**src/rtl/aes_round_sequencer_if.sv**
```systemverilog
// aes_round_sequencer_if: handshake and data bus between the AES round
// sequencer (slave) and its controller / round datapath / key schedule (master).
interface aes_round_sequencer_if #(
   parameter int DATA_W = 128
) ();
   logic              start;
   logic              encrypt;
   logic [1:0]        key_len;
   logic              abort;
   logic [DATA_W-1:0] Rx_SR;
   logic [DATA_W-1:0] round_key;
   logic [DATA_W-1:0] encrypted;
   logic [DATA_W-1:0] decrypted;
   logic              busy;
   logic              done;
   logic              load_enable;
   logic              last_round;
   logic [3:0]        round;
   logic [DATA_W-1:0] data;
   logic [DATA_W-1:0] Tx_SR;
   logic              err;

   modport master (
      output start, encrypt, key_len, abort, Rx_SR, round_key, encrypted, decrypted,
      input  busy, done, load_enable, last_round, round, data, Tx_SR, err
   );

   modport slave (
      input  start, encrypt, key_len, abort, Rx_SR, round_key, encrypted, decrypted,
      output busy, done, load_enable, last_round, round, data, Tx_SR, err
   );
endinterface

```
**src/rtl/aes_round_sequencer.sv**
```systemverilog
// aes_round_sequencer: AES-128/192/256 encrypt/decrypt round sequencer.
// Holds the cipher state, drives the round-key index and round control; the
// external round datapath and key schedule close the loop through the bus.
// Optional feature: define AES_ABORT_EN to honour the synchronous abort input.
module aes_round_sequencer #(
   parameter int DATA_W = 128,
   parameter int PHASES = 2
) (
   input  logic                 clk,
   input  logic                 n_rst,
   aes_round_sequencer_if.slave bus
);
   localparam int PW = (PHASES > 1) ? $clog2(PHASES) : 1;
   localparam logic [PW-1:0] P_LAST = PW'(PHASES - 1);

   typedef enum logic [1:0] {S_IDLE, S_INIT, S_ROUND, S_DONE} state_t;

   state_t            r_state;
   logic              r_enc;
   logic [3:0]        r_nr;
   logic [3:0]        r_k;
   logic [PW-1:0]     r_phase;
   logic [3:0]        r_round;
   logic              r_busy;
   logic              r_done;
   logic              r_last;
   logic              r_err;
   logic [DATA_W-1:0] r_data;
   logic [DATA_W-1:0] r_tx;

   logic [3:0]        w_nr;
   logic              w_abort;
   logic [DATA_W-1:0] w_next;

   // Round count for the requested key length (reserved code never accepted)
   always_comb begin
      case (bus.key_len)
         2'b00:   w_nr = 4'd10;
         2'b01:   w_nr = 4'd12;
         default: w_nr = 4'd14;
      endcase
   end

`ifdef AES_ABORT_EN
   assign w_abort = bus.abort;
`else
   assign w_abort = 1'b0;
`endif

   assign w_next = r_enc ? bus.encrypted : bus.decrypted;

   // Sequencer FSM with round/phase counters and registered outputs
   always_ff @(posedge clk or negedge n_rst) begin
      if (!n_rst) begin
         r_state <= S_IDLE;
         r_enc   <= 1'b0;
         r_nr    <= 4'd10;
         r_k     <= '0;
         r_phase <= '0;
         r_round <= '0;
         r_busy  <= 1'b0;
         r_done  <= 1'b0;
         r_last  <= 1'b0;
         r_err   <= 1'b0;
         r_data  <= '0;
         r_tx    <= '0;
      end else begin
         r_err <= 1'b0;
         // Abort overrides everything, including a start in IDLE and a capture edge
         if (w_abort) begin
            r_state <= S_IDLE;
            r_phase <= '0;
            r_round <= '0;
            r_busy  <= 1'b0;
            r_done  <= 1'b0;
            r_last  <= 1'b0;
         end else begin
            case (r_state)
               S_IDLE: begin
                  if (bus.start) begin
                     if (bus.key_len == 2'b11) begin
                        r_err <= 1'b1;
                     end else begin
                        r_state <= S_INIT;
                        r_enc   <= bus.encrypt;
                        r_nr    <= w_nr;
                        r_busy  <= 1'b1;
                        r_round <= bus.encrypt ? 4'd0 : w_nr;
                     end
                  end
               end
               S_INIT: begin
                  r_data  <= bus.Rx_SR ^ bus.round_key;
                  r_state <= S_ROUND;
                  r_k     <= 4'd1;
                  r_phase <= '0;
                  r_round <= r_enc ? 4'd1 : r_nr - 4'd1;
                  r_last  <= 1'b0;
               end
               S_ROUND: begin
                  if (r_phase == P_LAST) begin
                     r_data  <= w_next;
                     r_phase <= '0;
                     if (r_k == r_nr) begin
                        r_tx    <= w_next;
                        r_state <= S_DONE;
                        r_round <= '0;
                        r_last  <= 1'b0;
                        r_done  <= 1'b1;
                     end else begin
                        r_k     <= r_k + 4'd1;
                        r_round <= r_enc ? r_k + 4'd1 : r_nr - r_k - 4'd1;
                        r_last  <= (r_k + 4'd1 == r_nr);
                     end
                  end else begin
                     r_phase <= r_phase + 1'b1;
                  end
               end
               S_DONE: begin
                  r_state <= S_IDLE;
                  r_busy  <= 1'b0;
                  r_done  <= 1'b0;
               end
               default: r_state <= S_IDLE;
            endcase
         end
      end
   end

   assign bus.busy        = r_busy;
   assign bus.done        = r_done;
   assign bus.load_enable = r_done;
   assign bus.last_round  = r_last;
   assign bus.round       = r_round;
   assign bus.data        = r_data;
   assign bus.Tx_SR       = r_tx;
   assign bus.err         = r_err;
endmodule

```
**src/flat_wrapper.sv**
```systemverilog
// flat-port wrapper written by rule: the top's interface ports become plain ports
module aes_round_sequencer_flat 
#(
   parameter int DATA_W = 128,
   parameter int PHASES = 2
)
  (clk, n_rst, bus_start, bus_encrypt, bus_key_len, bus_abort, bus_Rx_SR, bus_round_key, bus_encrypted, bus_decrypted, bus_busy, bus_done, bus_load_enable, bus_last_round, bus_round, bus_data, bus_Tx_SR, bus_err);
  aes_round_sequencer_if #(.DATA_W(DATA_W)) bus_i ();
  input  logic clk;
  input  logic n_rst;
  input wire logic [$bits(bus_i.start)-1:0] bus_start;
  input wire logic [$bits(bus_i.encrypt)-1:0] bus_encrypt;
  input wire logic [$bits(bus_i.key_len)-1:0] bus_key_len;
  input wire logic [$bits(bus_i.abort)-1:0] bus_abort;
  input wire logic [$bits(bus_i.Rx_SR)-1:0] bus_Rx_SR;
  input wire logic [$bits(bus_i.round_key)-1:0] bus_round_key;
  input wire logic [$bits(bus_i.encrypted)-1:0] bus_encrypted;
  input wire logic [$bits(bus_i.decrypted)-1:0] bus_decrypted;
  output wire logic [$bits(bus_i.busy)-1:0] bus_busy;
  output wire logic [$bits(bus_i.done)-1:0] bus_done;
  output wire logic [$bits(bus_i.load_enable)-1:0] bus_load_enable;
  output wire logic [$bits(bus_i.last_round)-1:0] bus_last_round;
  output wire logic [$bits(bus_i.round)-1:0] bus_round;
  output wire logic [$bits(bus_i.data)-1:0] bus_data;
  output wire logic [$bits(bus_i.Tx_SR)-1:0] bus_Tx_SR;
  output wire logic [$bits(bus_i.err)-1:0] bus_err;
  assign bus_i.start = bus_start;
  assign bus_i.encrypt = bus_encrypt;
  assign bus_i.key_len = bus_key_len;
  assign bus_i.abort = bus_abort;
  assign bus_i.Rx_SR = bus_Rx_SR;
  assign bus_i.round_key = bus_round_key;
  assign bus_i.encrypted = bus_encrypted;
  assign bus_i.decrypted = bus_decrypted;
  assign bus_busy = bus_i.busy;
  assign bus_done = bus_i.done;
  assign bus_load_enable = bus_i.load_enable;
  assign bus_last_round = bus_i.last_round;
  assign bus_round = bus_i.round;
  assign bus_data = bus_i.data;
  assign bus_Tx_SR = bus_i.Tx_SR;
  assign bus_err = bus_i.err;
  aes_round_sequencer #(.DATA_W(DATA_W), .PHASES(PHASES)) u_core (.clk(clk), .n_rst(n_rst), .bus(bus_i));
endmodule
```
**config.mk**
```make
export PLATFORM = sky130hd
export DESIGN_NAME = aes_round_sequencer_flat
export DESIGN_NICKNAME = d
export VERILOG_FILES = /design/src/rtl/aes_round_sequencer_if.sv /design/src/rtl/aes_round_sequencer.sv /design/src/flat_wrapper.sv
export SDC_FILE = /design/constraint.sdc
export NUM_CORES = 1
export LEC_CHECK = 0
export CELL_PAD_IN_SITES_DETAIL_PLACEMENT = 0
export CELL_PAD_IN_SITES_GLOBAL_PLACEMENT = 1
export CORE_AREA = 10 10 295 297
export DETAILED_ROUTE_END_ITERATION = 8
export DIE_AREA = 0 0 305 307
export GPL_ROUTABILITY_DRIVEN = 0
export PLACE_DENSITY = 0.61
export SYNTH_ARGS = -nofsm -noshare
export SYNTH_HDL_FRONTEND = slang
export SYNTH_SLANG_ARGS = --single-unit
```
**constraint.sdc**
```tcl
create_clock -name clk -period 2.4 [get_ports clk]
set_input_delay 0.72 -clock clk [delete_from_list [all_inputs] [get_ports clk]]
set_output_delay 0.72 -clock clk [all_outputs]
set_load 0.05 [all_outputs]
```
==> results of run 1 <==
[cells in the mapped netlist (2+ instances only)]
cell type / number / share of area (%)
sky130_fd_sc_hd__a21oi_2: 23 / 1.4
sky130_fd_sc_hd__xor2_1: 129 / 8.0
sky130_fd_sc_hd__nand2_1: 266 / 7.1
sky130_fd_sc_hd__a21bo_2: 2 / 0.14
sky130_fd_sc_hd__o41ai_1: 2 / 0.12
sky130_fd_sc_hd__nor3_1: 4 / 0.14
sky130_fd_sc_hd__nand3_1: 4 / 0.14
sky130_fd_sc_hd__mux2i_1: 131 / 9.3
sky130_fd_sc_hd__o21ai_0: 263 / 9.4
sky130_fd_sc_hd__nor2_1: 134 / 3.6
sky130_fd_sc_hd__o21ai_1: 7 / 0.25
sky130_fd_sc_hd__ha_1: 8 / 0.71
sky130_fd_sc_hd__a21oi_1: 109 / 3.9
sky130_fd_sc_hd__buf_6: 10 / 0.80
sky130_fd_sc_hd__a22o_1: 2 / 0.12
sky130_fd_sc_hd__dfrtp_1: 273 / 49
sky130_fd_sc_hd__buf_4: 34 / 1.8
sky130_fd_sc_hd__xnor2_1: 3 / 0.19
sky130_fd_sc_hd__o22ai_1: 3 / 0.13
sky130_fd_sc_hd__buf_2: 32 / 1.1
sky130_fd_sc_hd__and2_1: 3 / 0.13
sky130_fd_sc_hd__clkbuf_1: 27 / 0.72
sky130_fd_sc_hd__inv_1: 13 / 0.35
[layer usage]
layer / up-vias / global-route usage [%] / part of all wire [%]
met2: 448 / 24.4 / 53
met3: 73 / 4.11 / 7.1
li1: 6616 / - / -
met5: - / 0 / 0
met4: 0 / 3.38 / 2.3
met1: 6217 / 13.9 / 38
[path summary, 6_finish.rpt]
path	startpoint	endpoint	slack (ns)	depth (start not counted)
setup / recovery	u_core.bus.data[90]	bus_data[90]	0.17	1
hold / removal	n_rst	u_core.bus.Tx_SR[67]	0.11	1
setup reg to reg	u_core.r_k[2]	u_core.bus.Tx_SR[44]	0.24	8
hold reg to reg	u_core.bus.data[12]	u_core.bus.data[12]	0.47	2
max in group asynchronous	n_rst	u_core.bus.Tx_SR[109]	1.49	2
min in group clk	u_core.bus.data[12]	u_core.bus.data[12]	0.47	2
[logic make-up (layout without fill, tap and decap cells)]
group | Yosys count | in the layout | synth area share [%]
simple gates | 419 | 419 | 11.6
buf+inv | 117 | 915 | 4.86
mux | 133 | 133 | 9.58
flops | 274 | 274 | 48.8
xor+xnor | 132 | 132 | 8.23
fa+ha+maj | 9 | 9 | 0.856
compound gates | 418 | 418 | 16.0
[registers in the layout, indices dropped and copies added (netlist names)]
signal and count:
u_core.r_k 4, u_core.bus.data 128, u_core.bus.busy 1, u_core.bus.err 1
u_core.r_enc 1, u_core.bus.Tx_SR 128, u_core.r_nr 2, u_core.bus.last_round 1
u_core.r_phase 1, u_core.r_state 2, u_core.bus.done 1, u_core.bus.round 4
[cell type report]
| class | count | area (um^2) |
|---|---|---|
| fillers | 8627 | 57400 |
| repair buffers | 844 | 8110 |
| flip-flops and latches | 274 | 6860 |
| multi-input cells | 1111 | 6520 |
| well taps | 1070 | 1340 |
| clock buffers | 48 | 973 |
| clock inverters | 9 | 73.8 |
| inverters | 14 | 52.6 |
[power breakdown]
| group | leakage, nW | internal, mW | switching (mW) |
|---|---|---|---|
| Sequential | 2.90 | 5.90 | 0.714 |
| Combinational | 6.26 | 4.48 | 9.45 |
| Clock | 0.514 | 2.84 | 2.07 |
| Total | 9.68 | 13.2 | 12.2 |
[per-stage QoR]
| stage | util [%] | hold slack [ns] | area, um^2 | instances | worst slack, ns |
|---|---|---|---|---|---|
| 2_1_floorplan | - | 0.424 | 14000 | 1502 | 0.554 |
| 5_1_grt | 29.4 | 0.105 | 23900 | 3370 | 0.0680 |
| 6_report | 29.4 | 0.105 | 23900 | 3370 | 0.174 |
| 3_5_place_dp | 28.4 | 0.468 | 23100 | 3313 | 0.123 |
| 4_1_cts | 29.4 | 0.0861 | 23900 | 3370 | 0.111 |
| 3_3_place_gp | 28.4 | 0.460 | 23100 | 3313 | 0.0954 |
[cell usage in the layout (no fill, tap or decap), types with 23 or more instances in the layout]
master,Yosys,final
sky130_fd_sc_hd__o21ai_0,263,263
sky130_fd_sc_hd__xor2_1,129,129
sky130_fd_sc_hd__mux2i_1,131,131
sky130_fd_sc_hd__a21oi_1,109,109
sky130_fd_sc_hd__dlygate4sd2_1,0,206
sky130_fd_sc_hd__nand2_1,266,266
sky130_fd_sc_hd__buf_4,34,104
sky130_fd_sc_hd__a21oi_2,23,23
sky130_fd_sc_hd__clkdlybuf4s50_1,0,516
sky130_fd_sc_hd__nor2_1,134,134
sky130_fd_sc_hd__dfrtp_1,273,272
sky130_fd_sc_hd__clkbuf_16,0,34
==> run summary, run 1 <==
Detailed routing inserted a total of 13400 vias. The post-route clock period utilization is 92.7%, and the maximum clock rate is 449 MHz. The relative slew slack was 56.5%; the total power per unit cell area was 1060 nW/um^2. The logs give 2807 for the final-stage net count and 0 ns for the accumulated negative setup slack.

Relative to the synthesized area, the layout overhead comes to 70.4%. The first global-routing pass estimated 94.2 mm of wire. For this block, the initial DRC count from the detailed router was 571. Across every metal layer, demand over resource in global routing totals 13.0%. Final critical-path required period: 2.23 ns.

The floorplan step set the die width to 305 um. In the routed layout, each cell is associated on average with a via count of 3.96. The overall power after layout was 25.5 mW; the fraction of final layout cells sized beyond drive strength 1 was 8.96%. The signal on the critical path passes through dlygate4sd2_1. Setup repair after global routing left no endpoint under its margin.

Detailed placement finished with a half-perimeter wire length of 53.5 mm. Port buffering added 782 buffers. The slowest stage of the critical path belongs to the cell sky130_fd_sc_hd__dlygate4sd2_1. 0 antenna diodes ended up in the layout. Among all flip-flop cells after synthesis, the most frequent one is sky130_fd_sc_hd__dfrtp_1.

For this design, the sink count on the clock tree is 274. Floorplan die area: 93600 um^2. Across the run, the number of max-cap violations was 0.

Cell type group with the largest total delay on the critical path: buffers and inverters. STA puts the critical path data arrival time at 1.51 ns. The buffers plus inverters on the worst setup path was 1; the count of unique library cells instantiated by Yosys was 43.

The final count of hold timing violations was 0; the wire length per cell after detailed routing was 19.2 um. Buffers inserted to repair hold after CTS numbered 0. Post-CTS timing repair inserted 0 buffers for setup. Clock tree synthesis inserted a total of 34 buffers.

The logs give 0.599 mV for the largest vdd supply drop and 64.8 mm for the wire length reported by the detailed router. The share of async-settable or async-resettable flops after synthesis is 100%, and the clock-pin slew of the registers on the worst-case setup and hold paths is 0.06 ns. Synthesis produced 1502 cells. The number of slew-limit violations in the final report is 0.

The flow ran to the end, and the final reports show no timing, DRC or antenna violations. The first detailed-routing pass took 5 iterations. The delay of the slowest cell on the worst path came out at 0.57 ns. The longest clock path from root to sink contains 3 buffers.

Setup violations remaining at the end of the flow were counted as 0. The number of placement rows is 105, and the number of synthesis warnings is 0. For this run, design rule violations remaining after detail routing come to 0.

Post-synthesis sequential element count: 274. Entering global routing, the biggest net connects 86 pins. TritonCTS built the clock tree. The run gives 784 as the I/O pin count. Worst hold-check path type: input pin to async pin. Along the worst path, the maximum fanout reaches 2. The later pin in the worst-skew pair is clocked with a latency of 0.54 ns.

CTS built an H-tree with a depth of 2. The tools report the share of the yosys chip area belonging to registers as 48.8%. In this run the clock root is driven by a sky130_fd_sc_hd__clkbuf_16.

The vertical die dimension was 307 um. The worst setup path is launched from a register. The tools report the core outline area as 81300 um^2.

The tools report the area of the mapped netlist as 14000 um^2. The logs give 1.68 ns for the endpoint required time on the critical path and 9.68 nW for the static leakage. The critical path class was register to output port.

At the pin with the least slew margin, the transition time is 0.634 ns. The initial antenna violation count is 0. Averaged over all synthesized cells, the footprint is 9.35 um^2.

In this run, synthesis inferred 0 flip-flops with an integrated enable. Once detail routing completed, the nets flagged for antenna violations numbered 0. For this configuration, the core starts out at a cell density of 17.3%.

The tools report the number of global-route vias before repair as 14500. The worst clock skew was 0.0266 ns; the post-cts resize count was 206. The number of nets handed over by synthesis was 2030. STA classifies the critical path endpoint as an output port.

For this run the aggregate overflow at the end of global routing stands at 0.
Power figures use the tool's default switching activity.
==> run 2, diff against run 1 <==
--- a/config.mk
+++ b/config.mk
@@ -11,6 +11,7 @@
 export DETAILED_ROUTE_END_ITERATION = 8
 export DIE_AREA = 0 0 305 307
 export GPL_ROUTABILITY_DRIVEN = 0
+export GPL_TIMING_DRIVEN = 0
 export PLACE_DENSITY = 0.61
 export SYNTH_ARGS = -nofsm -noshare
 export SYNTH_HDL_FRONTEND = slang
==> run 2 against run 1 <==
  * Maximum frequency fell by 4.0%
  * Critical path depth did not move
  * Non-clock buffer count rose by 45
  * Largest cell class unchanged
  * Final area rose by 1.3%
  * Critical path type unchanged
  * Global-route usage rose by 2.5 points
==> run summary, run 2 (synthesized netlist as in run 1, its figures left out) <==
The largest vdd supply drop is 0.469 mV (was 0.599 mV), and the maximum number of pins on one net before global-route repair is 114 (was 86). The overflow left after global routing is 0 (unchanged). The vertical die dimension was 307 um (unchanged); the final number of setup-violating endpoints was 0 (unchanged). The cell with the largest stage delay on the worst path was sky130_fd_sc_hd__clkdlybuf4s15_1 (was sky130_fd_sc_hd__dlygate4sd2_1).

Worst hold-check path type: input pin to async pin (unchanged). The insertion delay of the later-clocked pin in the worst-skew pair was 0.55 ns (was 0.54 ns); the transition time at the pin with the least slew margin was 0.749 ns (was 0.634 ns). Cells along the critical path: clkdlybuf4s15_1 (was dlygate4sd2_1).

The worst clock skew was 0.0143 ns (was 0.0266 ns). The element type at the critical path end is an output port (unchanged). The met1 track utilization from global routing was 17.6% (was 13.9%); the buffers plus inverters on the worst setup path was 1 (unchanged).

The post-detailed-route DRC marker count is 0 (unchanged). Effective utilization at floorplan: 17.3% (unchanged). The data arrival time of the worst path is 1.60 ns (was 1.51 ns).

Accumulated negative setup slack: 0 ns (unchanged). The highest fanout seen on the critical path is 2 (unchanged), and the number of buffers inserted during clock tree synthesis is 36 (was 34). The number of buffers on the longest clock path was 3 (unchanged); the met3 global-route usage was 4.05% (was 4.11%).

The global routing usage on met2 is 28.3% (was 24.4%), and the die span in x is 305 um (unchanged). The sort of element at the start of the critical path was a register (unchanged). For the I/O pin count, the log shows 784 (unchanged).

The critical path class is register to output port (unchanged). The total power per unit cell area is 1100 nW/um^2 (was 1060 nW/um^2), and the detailed-route vias per instance is 4.14 (was 3.96). The tools report the net switching power as 13.3 mW (was 12.2 mW).

The flow ran to the end, and the final reports show no timing, DRC or antenna violations. The relative area change from synthesis to final layout is 72.6% (was 70.4%). The floorplan die area was 93600 um^2 (unchanged); the worst slack on hold paths was 0.171 ns (was 0.105 ns). The worst slack after detailed placement was -0.596 ns (was 0.123 ns); the total cell area at the placement stage was 23300 um^2 (was 23100 um^2).

The number of placement rows was 105 (unchanged). The delay of the slowest cell on the worst path is 0.68 ns (was 0.57 ns), and the final worst setup slack is 0.0819 ns (was 0.174 ns). The tools report the combinational share of power as 55.7% (was 54.7%).

The number of hold buffers added after cts was 0 (unchanged). The post-detailed-placement half-perimeter wirelength was 62.8 mm (was 53.5 mm). The tools report the wire length of the first global-routing pass as 109 mm (was 94.2 mm). The maximum clock rate is 431 MHz (was 449 MHz), and the number of max-capacitance violations reported is 0 (unchanged). For the final-stage net count, the log shows 2854 (was 2807).

The layer with the highest usage was met2 (unchanged). The number of slew-limit violations in the final report was 0 (unchanged); the total placed cells including tap cells was 3356 (was 3313). The core outline area is 81300 um^2 (unchanged). The run gives 19.7% (was 19.3%) as the clock network power share. Number of clock sinks: 274 (unchanged).

The clock-pin slew of the registers on the worst-case setup and hold paths was 0.07 ns (was 0.06 ns); the utilization after layout was 29.8% (was 29.4%). The proportion of total power due to net switching was 49.8% (was 48.1%). Wire length reported by the detailed router: 77.0 mm (was 64.8 mm).

The number of non-filler instances in the completed layout was 3420 (was 3370). For the cell area after layout, the log shows 24200 um^2 (was 23900 um^2). The tools report the root cell of the clock tree as sky130_fd_sc_hd__clkbuf_16 (unchanged). The run gives 13.4 mW (was 13.2 mW) as the cell internal power dissipation. The initial antenna violation count is 5 (was 0).

The total global routing track utilization was 15.6% (was 13.0%). Commonest non-fill, non-tap cells in the layout: sky130_fd_sc_hd__clkdlybuf4s50_1, sky130_fd_sc_hd__dfrtp_1, sky130_fd_sc_hd__nand2_1 (unchanged). For the first-pass iteration count of the detailed router, the log shows 5 (unchanged). The number of global-route vias before repair is 15700 (was 14500), and the overall via count from detail_route is 14200 (was 13400). The part of the total power dissipated in sequential elements came out at 24.6% (was 26.0%). The fraction of final layout cells sized beyond drive strength 1 works out to 7.54% (was 8.96%). The tools report the relative slew slack as 50.1% (was 56.5%). The most common cell after layout, fill and taps aside is sky130_fd_sc_hd__clkdlybuf4s50_1 (unchanged).

For the residual antenna-violating net count after detailed routing, the log shows 0 (unchanged). The endpoint required time on the critical path was 1.68 ns (about the same); the post-route clock period utilization was 96.6% (was 92.7%). The run gives 26.7 mW (was 25.5 mW) as the overall power after layout. The final critical-path required period came out at 2.32 ns (was 2.23 ns). Cell type group with the largest total delay on the critical path: buffers and inverters (unchanged). The static leakage is 9.82 nW (was 9.68 nW). The wire length per cell after detailed routing was 22.5 um (was 19.2 um); the first-iteration detailed-routing DRC count was 553 (was 571). The port buffer count is 782 (unchanged), and the number of H-tree branching levels is 2 (unchanged). The tools report the final count of hold timing violations as 0 (unchanged). TritonCTS built the clock tree.
==> run 2: path summary, 6_finish.rpt <==
| path | start | endpoint | slack [ns] | depth (start not counted) |
|---|---|---|---|---|
| setup / recovery | u_core.bus.data[127] | bus_data[127] | 0.08 | 1 |
| hold / removal | n_rst | u_core.bus.data[57] | 0.17 | 1 |
| setup reg to reg | u_core.r_state[0] | u_core.bus.last_round | 0.14 | 9 |
| hold reg to reg | u_core.bus.data[87] | u_core.bus.data[87] | 0.47 | 2 |
| max in group asynchronous | n_rst | u_core.bus.data[7] | 1.12 | 2 |
| min in group clk | u_core.bus.data[87] | u_core.bus.data[87] | 0.47 | 2 |
==> run 2: area by class of cell <==
class                   instances  area, um^2
diodes                          1        2.50
multi-input cells            1111        6520
plain buffers                 103         741
flip-flops and latches        274        6860
fillers                      8629       57100
inverters                      14        52.6
well taps                    1070        1340
clock buffers                  48         996
repair buffers                786        7590
clock inverters                13         138
==> run 2: power by group through the flow <==
stage,Clock (mW),Combinational [mW],Sequential [mW]
after detailed placement,0,15.8,6.70
after global routing,5.64,16.1,6.73
final,5.26,14.9,6.57
after CTS,5.48,15.2,6.59
after global placement,0,15.7,6.65
after floorplan,0,5.25,10.5
==> run 2: repair_timing <==
action,4_1_cts,5_1_grt
resized for setup,296,18
endpoints found under the setup margin,527,138
setup buffers,1,1
gates cloned,0,0
==> run 2: routing by layer <==
layer	wire, um	part of all wire (%)
met1	30100	39
met2	39800	52
met3	4850	6.3
met4	2200	2.9
met5	23	0.030
==> run 3, diff against run 2 <==
--- a/config.mk
+++ b/config.mk
@@ -7,12 +7,12 @@
 export LEC_CHECK = 0
 export CELL_PAD_IN_SITES_DETAIL_PLACEMENT = 0
 export CELL_PAD_IN_SITES_GLOBAL_PLACEMENT = 1
-export CORE_AREA = 10 10 295 297
+export CORE_AREA = 10 10 294 296
 export DETAILED_ROUTE_END_ITERATION = 8
-export DIE_AREA = 0 0 305 307
+export DIE_AREA = 0 0 304 306
 export GPL_ROUTABILITY_DRIVEN = 0
 export GPL_TIMING_DRIVEN = 0
-export PLACE_DENSITY = 0.61
+export PLACE_DENSITY = 0.63
 export SYNTH_ARGS = -nofsm -noshare
 export SYNTH_HDL_FRONTEND = slang
 export SYNTH_SLANG_ARGS = --single-unit
==> constraint.sdc (replaced) <==
create_clock -name clk -period 1.91 [get_ports clk]
set_input_delay 0.573 -clock clk [delete_from_list [all_inputs] [get_ports clk]]
set_output_delay 0.573 -clock clk [all_outputs]
set_load 0.05 [all_outputs]
==> run 3 against run 2 <==
  * The run now ends with negative setup slack left
  * Register-to-register slack worse by 0.14 ns
  * Sequential share of layout area down 1.9 points
  * Largest power group unchanged
  * Power up 40%
  * Die area down 0.65%
  * Clock power up 33%
  * First-iteration DRC count up 24%
  * Non-clock buffer count up 56
  * Wire length up 2.6%
  * Combinational power up 48%
  * Sequential power up 28%
  * Flip-flop and latch count unchanged
  * Critical path type is now register to register
==> run summary, run 3 (synthesized netlist as in run 1, its figures left out) <==
The relative area change from synthesis to final layout is 84.8% (was 72.6%), and the total placed cells including tap cells is 3346 (was 3356). The antenna diode count is 0 (was 1), and the core outline area is 80300 um^2 (was 81300 um^2). For the residual antenna-violating net count after detailed routing, the log shows 0 (unchanged). Initial antenna violation count: 2 (was 5). TritonCTS built the clock tree. The tools report the number of H-tree branching levels as 2 (unchanged). The post-detailed-route DRC marker count is 0 (unchanged). The vertical die dimension was 306 um (was 307 um); the overflow left after global routing was 0 (unchanged). The highest fanout seen on the critical path was 4 (was 2); the total global routing track utilization was 16.1% (was 15.6%).

The tools report the floorplan die area as 93000 um^2 (was 93600 um^2). The wire length per cell after detailed routing was 22.8 um (was 22.5 um); the final count of hold timing violations was 0 (unchanged). The tools report the insertion delay of the later-clocked pin in the worst-skew pair as 0.55 ns (about the same). The run gives 274 (unchanged) as the number of clock sinks.

Element type at the critical path end: a register (was an output port). Detailed-route vias per instance: 4.19 (was 4.14). The tools report the number of max-capacitance violations reported as 0 (unchanged).

The launch instance of the worst min-delay path was u_core.bus.data[107]. Clock network power share: 18.7% (was 19.7%). The port buffer count was 782 (unchanged); the overall via count from detail_route was 14500 (was 14200).

For the utilization after layout, the log shows 32.3% (was 29.8%). Commonest non-fill, non-tap cells in the layout: sky130_fd_sc_hd__clkdlybuf4s50_1, sky130_fd_sc_hd__dfrtp_1, sky130_fd_sc_hd__nand2_1 (unchanged). The data arrival time of the worst path is 2.35 ns (was 1.60 ns), and the number of placement rows is 104 (was 105). The transition time at the pin with the least slew margin came out at 0.793 ns (was 0.749 ns).

The endpoint required time on the critical path was 2.34 ns (was 1.68 ns). The post-detailed-placement half-perimeter wirelength was 62.5 mm (was 62.8 mm); the largest vdd supply drop was 0.779 mV (was 0.469 mV). Setup repair after global routing could not meet its margin everywhere.

The worst slack on hold paths was 0.474 ns (was 0.171 ns). The tools report the wire length of the first global-routing pass as 113 mm (was 109 mm). The tools report the worst clock skew as 0.0135 ns (was 0.0143 ns).

For the first-iteration detailed-routing DRC count, the log shows 686 (was 553). The tools report the root cell of the clock tree as sky130_fd_sc_hd__clkbuf_16 (unchanged). The worst path uses 100% of the clock period. The number of non-filler instances in the completed layout was 3466 (was 3420).

The fraction of final layout cells sized beyond drive strength 1 was 26.3% (was 7.54%). For the final worst setup slack, the log shows -0.00230 ns (was 0.0819 ns). The number of buffers on the longest clock path was 3 (unchanged); the proportion of total power due to net switching was 47.7% (was 49.8%). The final-stage net count came out at 2910 (was 2854). Clock-pin slew of the registers on the worst-case setup and hold paths: 0.06 ns (was 0.07 ns).

The net switching power came out at 17.9 mW (was 13.3 mW). The part of the total power dissipated in sequential elements was 22.5% (was 24.6%). Sort of element at the start of the critical path: a register (unchanged). The area of the multi-input gates is 7090 um^2 (was 6520 um^2), and the effective utilization at floorplan is 17.5% (was 17.3%). The number of buffers inserted during clock tree synthesis came out at 36 (unchanged). The flip-flop and latch area is 6860 um^2 (about the same), and the maximum number of pins on one net before global-route repair is 105 (was 114). The number of global-route vias before repair was 15900 (was 15700); the total power per unit cell area was 1440 nW/um^2 (was 1100 nW/um^2).

The tools report the combinational share of power as 58.8% (was 55.7%). The critical path class is register to register (was register to output port). The checks that failed: negative setup slack. For the I/O pin count, the log shows 784 (unchanged). The die span in x works out to 304 um (was 305 um). The most common cell after layout, fill and taps aside is sky130_fd_sc_hd__clkdlybuf4s50_1 (unchanged). The relative slew slack is 46.9% (was 50.1%), and the static leakage is 10.6 nW (was 9.82 nW). The wire length reported by the detailed router was 79.0 mm (was 77.0 mm).

The number of slew-limit violations in the final report is 0 (unchanged), and the final number of setup-violating endpoints is 1 (was 0). Static timing analysis puts the maximum clock frequency at 523 MHz. The first-pass iteration count of the detailed router is 5 (unchanged). Cell internal power dissipation: 19.6 mW (was 13.4 mW).

The timing startpoint of the critical path is u_core.r_nr[1] (was u_core.bus.data[127]). The startpoint of the worst-slack reg-to-reg timing path is u_core.r_nr[1] (was u_core.r_state[0]). The flow ran to the end, but the final reports show violations. The worst hold-check path type is register to register (was input pin to async pin). The count of fill cells added during filler insertion is 8273 (was 8629). Final critical-path required period: 1.91 ns.
[run 3: final timing paths]
path                            cells past startpoint  slack [ns]               endpoint
worst min register to register                      2        0.47   u_core.bus.data[107]
worst max-delay path                                6      -0.002      u_core.r_state[1]
worst min-delay path                                2        0.47   u_core.bus.data[107]
worst max register to register                      6      -0.002      u_core.r_state[1]
max in group asynchronous                           3        0.26    u_core.bus.data[50]
min in group asynchronous                           2        0.60  u_core.bus.Tx_SR[112]
[run 3: repair_timing]
item                                    in CTS  in global routing
hold buffers                                 1                  0
setup buffers                               39                 13
pin swaps                                    4                 31
endpoints found under the setup margin     534                319
hold endpoints to repair                    47                  0
resized for setup                         1210                340
cloned                                      13                  5
[run 3: layer usage]
layer | part of all wire, % | global-route usage [%]
met5 | 0.015 | 0
met1 | 40 | 18.6
met4 | 1.8 | 3.35
met3 | 5.9 | 4.10
met2 | 52 | 29.6
[run 3: power groups by stage]
stage / Sequential, mW / Clock [mW] / Combinational, mW
floorplan: 13.2 / 0 / 6.59
global placement: 8.38 / 0 / 19.6
CTS: 8.34 / 7.26 / 20.9
finish: 8.41 / 7.02 / 22.0
detailed placement: 8.43 / 0 / 19.7
global route: 8.62 / 7.48 / 23.6
[run 3: final cells by class]
type	instances	share of cell area (%)
tap	1060	5.11
inverter	14	0.203
sequential	274	26.4
buffer	95	4.48
clock inverter	12	0.574
clock buffer	50	4.06
timing repair buffer	850	31.8
multi-input combinational	1111	27.3
[run 3: stage by stage]
stage | area [um^2] | worst slack (ns) | power, mW | TNS [ns]
3_5_place_dp | 23300 | -1.11 | 28.1 | -230.69
6_report | 25900 | -0.00230 | 37.5 | -0.00230
2_1_floorplan | 14000 | 0.0642 | 19.8 | 0
3_3_place_gp | 23200 | -12.03 | 27.9 | -3501.18
4_1_cts | 25600 | -0.0819 | 36.5 | -2.24
5_1_grt | 25900 | -0.0873 | 39.7 | -5.72
[run 3: worst max-delay path, cell delays in order, from the launching register on]
cell,delay (ns)
sky130_fd_sc_hd__dfstp_2,0.57
sky130_fd_sc_hd__ha_4,0.16
sky130_fd_sc_hd__nand4b_4,0.12
sky130_fd_sc_hd__buf_4,0.18
sky130_fd_sc_hd__or2_1,0.24
sky130_fd_sc_hd__a21oi_2,0.18
sky130_fd_sc_hd__mux2_2,0.34
